File: src/rtl/sobel_operator_if.sv
// Window-in / result-out handshake bundle for sobel_operator.
// master = upstream controller + output writer side, slave = the gradient engine.
interface sobel_operator_if #(
  parameter int unsigned COUNT_W = 16
);
  logic               start_calc;
  logic [7:0]         windowBuffer [0:8];
  logic               calc_ready;
  logic               out_valid;
  logic [7:0]         pixel_out;
  logic               out_ack;
  logic [COUNT_W-1:0] pixel_count;

  modport master (
    output start_calc,
    output windowBuffer,
    output out_ack,
    input  calc_ready,
    input  out_valid,
    input  pixel_out,
    input  pixel_count
  );

  modport slave (
    input  start_calc,
    input  windowBuffer,
    input  out_ack,
    output calc_ready,
    output out_valid,
    output pixel_out,
    output pixel_count
  );
endinterface

File: src/rtl/sobel_operator.sv
// sobel_operator: three-stage pipelined |Gx|+|Gy| engine with valid/ack backpressure.
// Define SOBEL_THRESH_EN to binarize the saturated magnitude against THRESH.
module sobel_operator #(
  parameter int unsigned COUNT_W = 16,
  parameter logic [7:0]  THRESH  = 8'd128
) (
  input logic           clk,
  input logic           n_rst,
  sobel_operator_if.slave bus
);

`ifdef SOBEL_THRESH_EN
  localparam bit THRESH_EN = 1'b1;
`else
  localparam bit THRESH_EN = 1'b0;
`endif

  logic       r_s1Valid;
  logic [9:0] r_xPos, r_xNeg, r_yPos, r_yNeg;
  logic       r_s2Valid;
  logic [9:0] r_absGx, r_absGy;
  logic       r_outValid;
  logic [7:0] r_pixelOut;
  logic [COUNT_W-1:0] r_pixelCount;

  logic w_outAck, w_outFree, w_s2Advance, w_s2Free, w_s1Advance, w_calcReady, w_accept;
  logic [9:0]  w_xPos, w_xNeg, w_yPos, w_yNeg;
  logic [10:0] w_gx, w_gy;
  logic [9:0]  w_absGx, w_absGy;
  logic [10:0] w_sum;
  logic [7:0]  w_sat, w_result;

  // Backpressure ripples from the output register back to the accept point in one cycle.
  assign w_outAck    = r_outValid && bus.out_ack;
  assign w_outFree   = !r_outValid || bus.out_ack;
  assign w_s2Advance = r_s2Valid && w_outFree;
  assign w_s2Free    = !r_s2Valid || w_s2Advance;
  assign w_s1Advance = r_s1Valid && w_s2Free;
  assign w_calcReady = !r_s1Valid || w_s1Advance;
  assign w_accept    = bus.start_calc && w_calcReady;

  assign w_xPos = {2'b00, bus.windowBuffer[2]} + {1'b0, bus.windowBuffer[5], 1'b0}
                + {2'b00, bus.windowBuffer[8]};
  assign w_xNeg = {2'b00, bus.windowBuffer[0]} + {1'b0, bus.windowBuffer[3], 1'b0}
                + {2'b00, bus.windowBuffer[6]};
  assign w_yPos = {2'b00, bus.windowBuffer[6]} + {1'b0, bus.windowBuffer[7], 1'b0}
                + {2'b00, bus.windowBuffer[8]};
  assign w_yNeg = {2'b00, bus.windowBuffer[0]} + {1'b0, bus.windowBuffer[1], 1'b0}
                + {2'b00, bus.windowBuffer[2]};

  // Two's-complement differences; magnitudes never exceed 1020 so 10 bits suffice.
  assign w_gx    = {1'b0, r_xPos} - {1'b0, r_xNeg};
  assign w_gy    = {1'b0, r_yPos} - {1'b0, r_yNeg};
  assign w_absGx = w_gx[10] ? 10'(11'd0 - w_gx) : w_gx[9:0];
  assign w_absGy = w_gy[10] ? 10'(11'd0 - w_gy) : w_gy[9:0];

  assign w_sum    = {1'b0, r_absGx} + {1'b0, r_absGy};
  assign w_sat    = (w_sum > 11'd255) ? 8'hFF : w_sum[7:0];
  assign w_result = THRESH_EN ? ((w_sat >= THRESH) ? 8'hFF : 8'h00) : w_sat;

  // S1 captures the window only on the accept edge, so later window shifts are harmless.
  always_ff @(posedge clk or negedge n_rst) begin
    if (!n_rst) begin
      r_s1Valid <= 1'b0;
      r_xPos    <= '0;
      r_xNeg    <= '0;
      r_yPos    <= '0;
      r_yNeg    <= '0;
    end else begin
      r_s1Valid <= w_accept || (r_s1Valid && !w_s1Advance);
      if (w_accept) begin
        r_xPos <= w_xPos;
        r_xNeg <= w_xNeg;
        r_yPos <= w_yPos;
        r_yNeg <= w_yNeg;
      end
    end
  end

  always_ff @(posedge clk or negedge n_rst) begin
    if (!n_rst) begin
      r_s2Valid <= 1'b0;
      r_absGx   <= '0;
      r_absGy   <= '0;
    end else begin
      r_s2Valid <= w_s1Advance || (r_s2Valid && !w_s2Advance);
      if (w_s1Advance) begin
        r_absGx <= w_absGx;
        r_absGy <= w_absGy;
      end
    end
  end

  // Output register doubles as S3: an ack and a reload on the same edge keep out_valid high.
  always_ff @(posedge clk or negedge n_rst) begin
    if (!n_rst) begin
      r_outValid   <= 1'b0;
      r_pixelOut   <= '0;
      r_pixelCount <= '0;
    end else begin
      r_outValid <= w_s2Advance || (r_outValid && !w_outAck);
      if (w_s2Advance) begin
        r_pixelOut <= w_result;
      end
      if (w_outAck) begin
        r_pixelCount <= r_pixelCount + 1'b1;
      end
    end
  end

  assign bus.calc_ready  = w_calcReady;
  assign bus.out_valid   = r_outValid;
  assign bus.pixel_out   = r_pixelOut;
  assign bus.pixel_count = r_pixelCount;

endmodule

File: src/flat_wrapper.sv
// flat-port wrapper written by rule: the top's interface ports become plain ports
module sobel_operator_flat 
#(
  parameter int unsigned COUNT_W = 16,
  parameter logic [7:0]  THRESH  = 8'd128
)
  (clk, n_rst, bus_start_calc, bus_windowBuffer, bus_out_ack, bus_calc_ready, bus_out_valid, bus_pixel_out, bus_pixel_count);
  sobel_operator_if #(.COUNT_W(COUNT_W)) bus_i ();
  input logic clk;
  input logic n_rst;
  input wire logic [$bits(bus_i.start_calc)-1:0] bus_start_calc;
  input wire logic [$bits(bus_i.windowBuffer)-1:0] bus_windowBuffer;
  input wire logic [$bits(bus_i.out_ack)-1:0] bus_out_ack;
  output wire logic [$bits(bus_i.calc_ready)-1:0] bus_calc_ready;
  output wire logic [$bits(bus_i.out_valid)-1:0] bus_out_valid;
  output wire logic [$bits(bus_i.pixel_out)-1:0] bus_pixel_out;
  output wire logic [$bits(bus_i.pixel_count)-1:0] bus_pixel_count;
  assign bus_i.start_calc = bus_start_calc;
  assign bus_i.windowBuffer = {>>{bus_windowBuffer}};
  assign bus_i.out_ack = bus_out_ack;
  assign bus_calc_ready = bus_i.calc_ready;
  assign bus_out_valid = bus_i.out_valid;
  assign bus_pixel_out = bus_i.pixel_out;
  assign bus_pixel_count = bus_i.pixel_count;
  sobel_operator #(.COUNT_W(COUNT_W), .THRESH(THRESH)) u_core (.clk(clk), .n_rst(n_rst), .bus(bus_i));
endmodule
File: config.mk
export PLATFORM = sky130hd
export DESIGN_NAME = sobel_operator_flat
export DESIGN_NICKNAME = d
export VERILOG_FILES = /design/src/rtl/sobel_operator_if.sv /design/src/rtl/sobel_operator.sv /design/src/flat_wrapper.sv
export SDC_FILE = /design/constraint.sdc
export NUM_CORES = 1
export LEC_CHECK = 0
export BUFFER_PORTS_ARGS = -buffer_cell sky130_fd_sc_hd__buf_4
export CORE_UTILIZATION = 63
export DETAILED_ROUTE_END_ITERATION = 10
export PLACE_DENSITY = 0.95
export SYNTH_ARGS = -nofsm -noshare
export SYNTH_HDL_FRONTEND = slang
export SYNTH_SLANG_ARGS = --single-unit
File: constraint.sdc
create_clock -name clk -period 7.7 [get_ports clk]
set_input_delay 1.54 -clock clk [delete_from_list [all_inputs] [get_ports clk]]
set_output_delay 1.54 -clock clk [all_outputs]
set_load 0.05 [all_outputs]
=== Word-level counts from Yosys, hierarchy flattened ===
Cells that the tools add are included.

* Add/sub/neg operators: 14
* Order comparisons: 1
* Mux-type cells: 3
* Reductions and logical operators: 19

{| class="wikitable"
|+ Operators with widths
! kind !! number
|-
| adder 10 x 8 -> 10 bit || 4
|-
| adder 8 x 9 -> 10 bit || 4
|-
| subtractor 10 x 10 -> 11 bit || 2
|-
| 2-to-1 mux 10 bit || 2
|-
| subtractor 1 x 10 -> 10 bit, first input constant || 2
|-
| adder 16 x 1 -> 16 bit, second input constant || 1
|-
| adder 10 x 10 -> 11 bit || 1
|-
| greater-than comparator 11 x 8 -> 1 bit, second input constant || 1
|-
| 2-to-1 mux 8 bit || 1
|-
| logical AND 1 bit || 7
|-
| zero test 1 bit || 6
|-
| logical OR 1 bit || 6
|}

* Flip-flop bits (word level): 87
* Bits of input ports: 76
* Output and inout port bits: 26
* Word-level logic and storage cells: 48

=== Logic depth before layout (Yosys ltp) ===
Gate-level depths: netlist of the first run.

* Depth after elaboration: 8
* Mapped depth: 11

=== Worst setup path after synthesis of the first run ===
Ideal clock, no wire load.

* Path type: input-to-output
* From: input bus_out_ack
* To: output bus_calc_ready
* Data arrival time: 2.138 ns
* Required time: 6.160 ns
* Path slack: 4.022 ns
* Stages: 1
* Cell sequence: nand4b_1

* Longest elaborated chain between the ends: 5

{| class="wikitable"
|+ RTL lines
! what !! line !! text
|-
| from (decl) || flat_wrapper.sv:13 || <nowiki>input wire logic [$bits(bus_i.out_ack)-1:0] bus_out_ack;</nowiki>
|-
| logical OR 1 bit || sobel_operator.sv:35 || <nowiki>assign w_outFree = !r_outValid || bus.out_ack;</nowiki>
|-
| logical AND 1 bit || sobel_operator.sv:36 || <nowiki>assign w_s2Advance = r_s2Valid && w_outFree;</nowiki>
|-
| logical OR 1 bit || sobel_operator.sv:37 || <nowiki>assign w_s2Free = !r_s2Valid || w_s2Advance;</nowiki>
|-
| logical AND 1 bit || sobel_operator.sv:38 || <nowiki>assign w_s1Advance = r_s1Valid && w_s2Free;</nowiki>
|-
| logical OR 1 bit || sobel_operator.sv:39 || <nowiki>assign w_calcReady = !r_s1Valid || w_s1Advance;</nowiki>
|-
| to (decl) || flat_wrapper.sv:14 || <nowiki>output wire logic [$bits(bus_i.calc_ready)-1:0] bus_calc_ready;</nowiki>
|}

No other way between the ends.

=== Worst setup path in the final report of the first run ===
* From: input bus_windowBuffer[17]
* To: register u_core.r_xNeg[9]

* Longest elaborated chain between the ends: 1

{| class="wikitable"
|+ RTL lines
! what !! line !! text
|-
| from (decl) || flat_wrapper.sv:12 || <nowiki>input wire logic [$bits(bus_i.windowBuffer)-1:0] bus_windowBuffer;</nowiki>
|-
| adder 10 x 8 -> 10 bit || sobel_operator.sv:45 || <nowiki>+ {2'b00, bus.windowBuffer[6]};</nowiki>
|-
| to (signal assigned) || sobel_operator.sv:73 || <nowiki>r_xNeg <= w_xNeg;</nowiki>
|-
| to (decl) || sobel_operator.sv:19 || <nowiki>logic [9:0] r_xPos, r_xNeg, r_yPos, r_yNeg;</nowiki>
|}

No other way between the ends.
A chain may end at the register's enable or synchronous reset.

==> flow_summary.ini, run 1 <==
[status]
outcome = complete, no violations

[worst_setup_path]
r2r_cells = 11
end_kind = register
cp_num_buf_inv = 2
cpMostUsedCell = o21ai_0
crit_chain = buf_4, fa_1, ha_1, inv_1, fa_1, nor2b_1, o21ai_0, a21boi_0, o21ai_0, a21boi_0, o21ai_0, a22oi_1
rrSetupSlack_ns = 4.75
r2r_start = u_core.r_yPos[0]
r2r-end = u_core.r_absGy[9]
max_stage_delay_ns = 0.55
worstSetupPathDepth = 12
critPathKind = in -> reg
cp.arrival_ns = 4.19
crit_path_start = bus_windowBuffer[17]
crit_fanout = 2
cp_slowest_cell = fa_1
worst_setup_path_start_kind = primary input
required_ns = 7.99
crit_family = compound AO/OA/AOI/OAI gates
critPathCapture = u_core.r_xNeg[9]

[clock_network]
cts.path.max_buffers = 2
cts_resized = 0
clock_sinks = 87
insertion_delay_ns = 0.39
post_cts_buffers = 0
cts-root-buf = clkbuf_8
cts-buffers-inserted = 9
h-tree-depth = 3
cts_tree = done
ctsHoldBuffers = 0
path_clk_slew_ns = 0.10

[power_and_ir_drop]
leakage_nw = 3.69
p_per_area_nw_per_um2 = 361
max-vdd-ir-drop_mv = 0.176
total_power_mw = 2.82

[sta]
setup_viol = 0
max_freq_mhz = 256
finalHoldViolCount = 0
clock_skew_ns = 0.0176
fin_crit_sh = 0.507
slew_headroom = 0.247
rsz0062_at_grt = no
finalSetupTns_ns = 0
slew_violations = 0
post-route-min-period_ns = 3.91
tightest_slew_ns = 1.13
whs_ns = 0.481

[routing]
highest_layer = met4
drc = 0
wl_met3_um = 728
via_count = 5719
drtAntennaViolNets = 0
wl_per_cell_um = 16.8
first_iter_violations = 369
dr_wl_met2_um = 8440
wl_met1_um = 6200
drt_wl_total_um = 15900
avgViaCountPerCell = 6.06
first_pass_iters = 5

[job]
cap_violations = 0

[logic_synthesis]
synth_ff_type = dfrtp_1
ys_warn_count = 0
seq_area_frac_synth = 0.320
syn-instance-count = 720
synth_nets = 900
syn_area_um2 = 6810
async_flop_share = 1.00
synth.avg_cell_area_um2 = 9.46
ys_types = 60
ys_ff_latch = 87
synth-edff-count = 0

[die]
initial_utilization = 0.654
die_h_um = 106
die_area_um2 = 11200
fp-row-count = 37
die_w_um = 106
ios = 102
fp.coreArea_um2 = 10400

[global_routing]
track_usage = 0.305
grt_pass1_wl_um = 26900
grt-ovfl-total = 0
grt_start_max_net_pins = 88
grt_pass1_vias = 5833
antenna_found_initial = 0

[final_layout]
final_core_util = 0.750
mostFrequentLayoutCells = buf_4 (93), dfrtp_1 (87), nand2_1 (80)
fin_area_um2 = 7820
n_antenna_cell = 0
drive_above_1_share = 0.153
fin_nets = 983
syn_to_final_growth_pct = 14.7
layout_commonest_cell = buf_4

[worst_hold_path]
hold_class = reg -> reg

[placement]
placed_area_um2 = 7600
portBuffers = 93
routabilityCongestion = 0.898
hpwl_um = 12400
-- final cells by class --
class                      instances  area (um^2)
multi-input combinational        555         4350
inverter                          57          214
fill                             692         2600
sequential                        87         2180
clock buffer                      10          138
clock inverter                     6         72.6
tap                              136          170
timing repair buffer              93          698
-- logic make-up (layout without fill, tap and decap cells) --
group,count (synthesis),in the layout,synth area share
AO/OA/AOI/OAI,184,184,0.177
XOR/XNOR,56,56,0.0720
adder cells (fa/ha/maj),104,104,0.230
buffers and inverters,78,166,0.0430
flip-flops,87,87,0.320
multiplexers,5,5,0.00771
AND/OR/NAND/NOR,206,206,0.152
-- registers in the layout (all words and copies together) (netlist names) --
signal / count
u_core.r_yPos: 10
u_core.r_absGx: 10
u_core.bus.pixel_out: 8
u_core.r_yNeg: 10
u_core.r_xPos: 10
u_core.r_xNeg: 10
u_core.bus.out_valid: 1
u_core.r_s1Valid: 1
u_core.r_absGy: 10
u_core.r_s2Valid: 1
u_core.bus.pixel_count: 16
-- where the power goes --
group | switching [mW] | total, mW | internal (mW)
Clock | 0.178 | 0.341 | 0.163
Sequential | 0.0991 | 0.707 | 0.607
Combinational | 1.04 | 1.77 | 0.735
-- layer usage --
layer / track usage / vias to the layer above
met5: 0 / -
met4: 0.130 / 0
met1: 0.350 / 2747
li1: - / 2691
met3: 0.0429 / 53
met2: 0.567 / 228
-- how the worst min path moves through the flow --
stage                                    start                          to  slack (ns)  cells after the start
floorplan                     u_core.r_xNeg[5]            u_core.r_xNeg[5]        0.45                      2
global placement    u_core.bus.pixel_count[15]  u_core.bus.pixel_count[15]        0.46                      1
detailed placement            u_core.r_yNeg[6]            u_core.r_yNeg[6]        0.47                      2
CTS                 u_core.bus.pixel_count[15]  u_core.bus.pixel_count[15]        0.49                      1
global route                  u_core.r_xNeg[6]            u_core.r_xNeg[6]        0.51                      2
finish              u_core.bus.pixel_count[15]  u_core.bus.pixel_count[15]        0.48                      1
-- through the flow --
stage               std cells  setup WS, ns
floorplan                 720          4.02
global placement          928          3.58
detailed placement        928          3.49
CTS                       944          3.89
global route              944          3.60
finish                    944          3.79
-- cell usage after synthesis, types with 11 or more instances --
| library cell | number | area (um^2) |
|---|---|---|
| a21o_1 | 18 | 135 |
| a21oi_1 | 39 | 195 |
| clkbuf_1 | 18 | 67.6 |
| dfrtp_1 | 87 | 2180 |
| fa_1 | 35 | 701 |
| ha_1 | 69 | 863 |
| inv_1 | 56 | 210 |
| nand2_1 | 81 | 304 |
| nand3_1 | 15 | 75.1 |
| nor2_1 | 33 | 124 |
| o21ai_0 | 44 | 220 |
| o21ai_1 | 11 | 55.1 |
| xnor2_1 | 41 | 359 |
| xor2_1 | 15 | 131 |
-- worst register-to-register path, stage by stage (launching register included) --
cell and delay [ns]:
dfrtp_1 0.37, inv_1 0.07, ha_1 0.16, inv_1 0.05, fa_1 0.43, a211oi_2 0.41, nand2_1 0.13, o311ai_2 0.31
nand4_1 0.18, o31a_1 0.27, or3_1 0.31, a31oi_1 0.18
Note: power is estimated with default switching activity, not from simulation.
==> run 2: changes to the inputs <==
--- a/config.mk
+++ b/config.mk
@@ -6,9 +6,9 @@
 export NUM_CORES = 1
 export LEC_CHECK = 0
 export BUFFER_PORTS_ARGS = -buffer_cell sky130_fd_sc_hd__buf_4
-export CORE_UTILIZATION = 63
+export CORE_UTILIZATION = 53
 export DETAILED_ROUTE_END_ITERATION = 10
-export PLACE_DENSITY = 0.95
+export PLACE_DENSITY = 0.89
 export SYNTH_ARGS = -nofsm -noshare
 export SYNTH_HDL_FRONTEND = slang
 export SYNTH_SLANG_ARGS = --single-unit
==> constraint.sdc (replaced) <==
create_clock -name clk -period 3.3 [get_ports clk]
set_input_delay 0.66 -clock clk [delete_from_list [all_inputs] [get_ports clk]]
set_output_delay 0.66 -clock clk [all_outputs]
set_load 0.05 [all_outputs]
==> run 2 against run 1 <==
Against the previous run:
- sequential power is 130% higher
- die area is 18% higher
- global-route usage is 7.0 points lower
- non-clock buffer count is 2 higher
- first-iteration DRC count is 22% lower
- total power is 140% higher
- sequential share of layout area is 0.59 points lower
- combinational power is 130% higher
- final area is 2.2% higher
- critical path depth is 1 lower
- setup slack worse by 3.4 ns
- largest cell class unchanged
- largest power group unchanged
- highest routed layer unchanged
==> flow_summary.ini, run 2 (synthesized netlist as in run 1, its figures left out) <==
[final_layout]
mostFrequentLayoutCells = buf_4 (95), dfrtp_1 (87), nand2_1 (80)
fin_nets = 985
drive_above_1_share = 0.154
fillers = 1016
largest_reg_flops = 16
n_antenna_cell = 0
layout_commonest_cell = buf_4
syn_to_final_growth_pct = 17.2

[sta]
fin_crit_sh = 0.883
rsz0062_at_grt = no
max_freq_mhz = 343
setup_viol = 0
slew_violations = 0
tightest_slew_ns = 1.08
clock_skew_ns = 0.00932
finalSetupTns_ns = 0
finalHoldViolCount = 0
post-route-min-period_ns = 2.91
slew_headroom = 0.282

[worst_setup_path]
crit_fanout = 4
cp.arrival_ns = 3.13
required_ns = 3.52
end_kind = register
worst_setup_path_start_kind = register
critPathKind = reg -> reg
r2r_cells = 11

[worst_hold_path]
hold_class = reg -> reg
hold_path_depth = 1

[clock_network]
post_cts_buffers = 0
cts_tree = done
path_clk_slew_ns = 0.07
clock_sinks = 87
cts.path.max_buffers = 2
ctsHoldBuffers = 0
cts-root-buf = clkbuf_16
cts_resized = 0
h-tree-depth = 3
cts-buffers-inserted = 9
insertion_delay_ns = 0.34

[routing]
first_pass_iters = 5
drt_wl_total_um = 14500
dr_wl_met2_um = 7310
wl_per_cell_um = 14.8
first_iter_violations = 286
drc = 0
wl_met1_um = 6130
avgViaCountPerCell = 5.63
via_count = 5527
highest_layer = met4
drtAntennaViolNets = 0
wl_met3_um = 724

[die]
initial_utilization = 0.542
fp.coreArea_um2 = 12600
ios = 102
die_w_um = 115
fp-row-count = 41
die_area_um2 = 13300
die_h_um = 115

[power_and_ir_drop]
seqPwrFrac = 0.243
total_power_mw = 6.78
p_clk_frac = 0.163
p_int_mw = 3.80
leakage_nw = 3.75
power_frac_comb = 0.594
p_per_area_nw_per_um2 = 850
max-vdd-ir-drop_mv = 0.411
switching_share = 0.440
p_switching_mw = 2.99

[placement]
portBuffers = 93
hpwl_um = 11300
routabilityCongestion = 0.850

[status]
outcome = complete, no violations

[global_routing]
grt-ovfl-total = 0
antenna_found_initial = 0
track_usage = 0.236
grt_pass1_wl_um = 24800
grt_start_max_net_pins = 88
grt_pass1_vias = 5509

[job]
cap_violations = 0
[run 2: area by class of cell]
type	count	area (um^2)	share of cell area
clock buffers	10	229	0.0287
clock inverters	6	91.3	0.0114
inverters	57	214	0.0268
multi-input cells	555	4350	0.544
flip-flops and latches	87	2180	0.273
well taps	172	215	0.0270
repair buffers	95	713	0.0893
[run 2: power groups by stage]
stage | Combinational (mW) | Clock [mW] | Sequential, mW
floorplan | 2.85 | 0 | 1.89
global placement | 3.85 | 0 | 1.65
detailed placement | 3.97 | 0 | 1.67
CTS | 4.02 | 1.12 | 1.66
global route | 4.50 | 1.16 | 1.69
finish | 4.03 | 1.10 | 1.65
[run 2: routing by layer]
metal | GRT usage | vias to the layer above
met5 | 0 | -
met4 | 0.0900 | 0
met3 | 0.0406 | 32
met2 | 0.423 | 158
met1 | 0.281 | 2642
li1 | - | 2695
[run 2: worst paths after layout]
kind	startpoint	to	slack, ns
hold reg to reg	u_core.bus.pixel_count[15]	u_core.bus.pixel_count[15]	0.48
setup reg to reg	u_core.r_xPos[0]	u_core.r_absGx[9]	0.39
setup / recovery	u_core.r_xPos[0]	u_core.r_absGx[9]	0.39
max in group asynchronous	n_rst	u_core.r_xNeg[9]	2.10
min in group asynchronous	n_rst	u_core.r_absGx[0]	0.53
hold / removal	u_core.bus.pixel_count[15]	u_core.bus.pixel_count[15]	0.48
[run 2: stage by stage]
stage	hold WS (ns)	instances	util	cell area (um^2)	setup WS [ns]
6_report	0.483	982	0.635	7990	0.385
4_1_cts	0.485	982	0.635	7990	0.365
3_3_place_gp	0.462	966	0.610	7660	0.0813
2_1_floorplan	0.364	720	-	6810	0.508
3_5_place_dp	0.470	966	0.610	7660	0.0266
5_1_grt	0.504	982	0.635	7990	0.166
[run 2: critical path, cell delays in order (launching register included)]
cell	delay, ns
dfrtp_1	0.36
inv_1	0.08
ha_1	0.19
inv_1	0.06
fa_1	0.39
a21o_1	0.21
a21oi_1	0.33
o21ba_2	0.26
xor2_1	0.25
o2111ai_1	0.18
mux2i_1	0.15
a311o_1	0.33
==> run 3: changes to the inputs <==
--- a/config.mk
+++ b/config.mk
@@ -9,6 +9,7 @@
 export CORE_UTILIZATION = 53
 export DETAILED_ROUTE_END_ITERATION = 10
 export PLACE_DENSITY = 0.89
+export REMOVE_ABC_BUFFERS = 1
 export SYNTH_ARGS = -nofsm -noshare
 export SYNTH_HDL_FRONTEND = slang
 export SYNTH_SLANG_ARGS = --single-unit
==> run 3 against run 2 <==
Against the previous run:
- setup slack better by 0.0033 ns
- sequential power hardly changed
- critical path depth stayed put
- register-to-register slack hardly changed
- core utilization is 0.34 points lower
- clock-buffer cell count is 2 higher
- global-route usage is 0.75 points higher
- first-iteration DRC count is 5.2% lower
- sequential share of layout area is 0.15 points higher
- total power is 2.9% lower
- clock power is 14% lower
- routed wire length is 0.67% higher
- critical endpoint unchanged
==> flow_summary.ini, run 3 (synthesized netlist as in run 1, its figures left out) <==
[job]
cap_violations = 0

[final_layout]
final_core_util = 0.632
fin_nets = 985
mostFrequentLayoutCells = buf_4 (95), dfrtp_1 (87), nand2_1 (80)
layout_commonest_cell = buf_4
n_antenna_cell = 0
largest_reg_flops = 16
drive_above_1_share = 0.153
syn_to_final_growth_pct = 16.6

[die]
fp-row-count = 41
initial_utilization = 0.542
die_w_um = 115
ios = 102
die_area_um2 = 13300
die_h_um = 115
fp.coreArea_um2 = 12600

[clock_network]
cts.path.max_buffers = 2
cts-root-buf = clkbuf_16
h-tree-depth = 3
path_clk_slew_ns = 0.06
ctsHoldBuffers = 0
clock_sinks = 87
cts_resized = 0
insertion_delay_ns = 0.34
cts_tree = done
post_cts_buffers = 0
cts-buffers-inserted = 9

[global_routing]
antenna_found_initial = 0
grt_start_max_net_pins = 88
grt_pass1_wl_um = 25100
grt_pass1_vias = 5444
grt-ovfl-total = 0
track_usage = 0.243

[power_and_ir_drop]
p_per_area_nw_per_um2 = 829
max-vdd-ir-drop_mv = 0.369
leakage_nw = 3.72

[sta]
clock_skew_ns = 0.00762
fin_crit_sh = 0.882
max_freq_mhz = 343
setup_viol = 0
tightest_slew_ns = 1.06
finalSetupTns_ns = 0
post-route-min-period_ns = 2.91
rsz0062_at_grt = no
slew_violations = 0
finalHoldViolCount = 0
slew_headroom = 0.293

[routing]
wl_per_cell_um = 14.9
first_pass_iters = 4
drt_wl_total_um = 14600
via_count = 5386
avgViaCountPerCell = 5.48
first_iter_violations = 271
drc = 0
drtAntennaViolNets = 0

[worst_setup_path]
worst_setup_path_start_kind = register
crit_path_start = u_core.r_xPos[0]
r2r_start = u_core.r_xPos[0]
cp.arrival_ns = 3.13
end_kind = register
critPathKind = reg -> reg
crit_fanout = 4
required_ns = 3.52

[status]
outcome = complete, no violations

[worst_hold_path]
hold_class = reg -> reg
worstHoldStart = u_core.bus.pixel_count[15]

[placement]
routabilityCongestion = 0.887
portBuffers = 93
hpwl_um = 11700
==> run 3: cell count changes in the layout (fill, tap and decap cells not counted), sizes merged <==
cell,before,now
clkinv,2,1
inv,59,57
clkinvlp,0,3
clkbuf,10,12
bufinv,2,0
==> run 3: routing by layer <==
layer | wire length (um) | track usage
met4 | 309 | 0.0952
met5 | 0 | 0
met3 | 502 | 0.0327
met1 | 6550 | 0.298
met2 | 7250 | 0.433
==> run 3: final cells by class <==
type                       instances  area, um^2
clock buffer                      12         246
clock inverter                     4        31.3
fill                            1015        4630
inverter                          57         214
multi-input combinational        555        4350
sequential                        87        2180
tap                              172         215
timing repair buffer              95         713
==> run 3: final timing paths <==
check / endpoint / slack (ns) / cells past startpoint
max: u_core.r_absGx[9] / 0.39 / 11
min: u_core.bus.pixel_count[15] / 0.48 / 1
max reg2reg: u_core.r_absGx[9] / 0.39 / 11
min reg2reg: u_core.bus.pixel_count[15] / 0.48 / 1
max in group asynchronous: u_core.r_xNeg[2] / 2.11 / 1
min in group asynchronous: u_core.bus.pixel_out[1] / 0.54 / 1
==> run 3: worst max-delay path, stage by stage (launching register included) <==
cell,delay (ns)
dfrtp_1,0.36
inv_1,0.07
ha_1,0.18
inv_1,0.06
fa_1,0.40
a21o_1,0.21
a21oi_1,0.34
o21ba_2,0.25
xor2_1,0.25
o2111ai_1,0.19
mux2i_1,0.16
a311o_1,0.32
==> run 3: power breakdown <==
part / switching (mW) / leakage, nW / internal, mW
Clock: 0.410 / 0.125 / 0.532
Sequential: 0.236 / 1.04 / 1.42
Combinational: 2.28 / 2.55 / 1.71
Total: 2.93 / 3.72 / 3.66
==> run 3: per-stage QoR <==
stage | hold slack, ns | worst slack [ns] | instance area (um^2) | power [mW] | instances
floorplan | 0.364 | 0.158 | 6730 | 4.73 | 699
global placement | 0.461 | 0.131 | 7660 | 5.49 | 966
detailed placement | 0.475 | 0.0833 | 7660 | 5.61 | 966
CTS | 0.484 | 0.394 | 7940 | 6.61 | 982
global route | 0.496 | 0.133 | 7940 | 7.18 | 982
finish | 0.478 | 0.388 | 7940 | 6.59 | 982
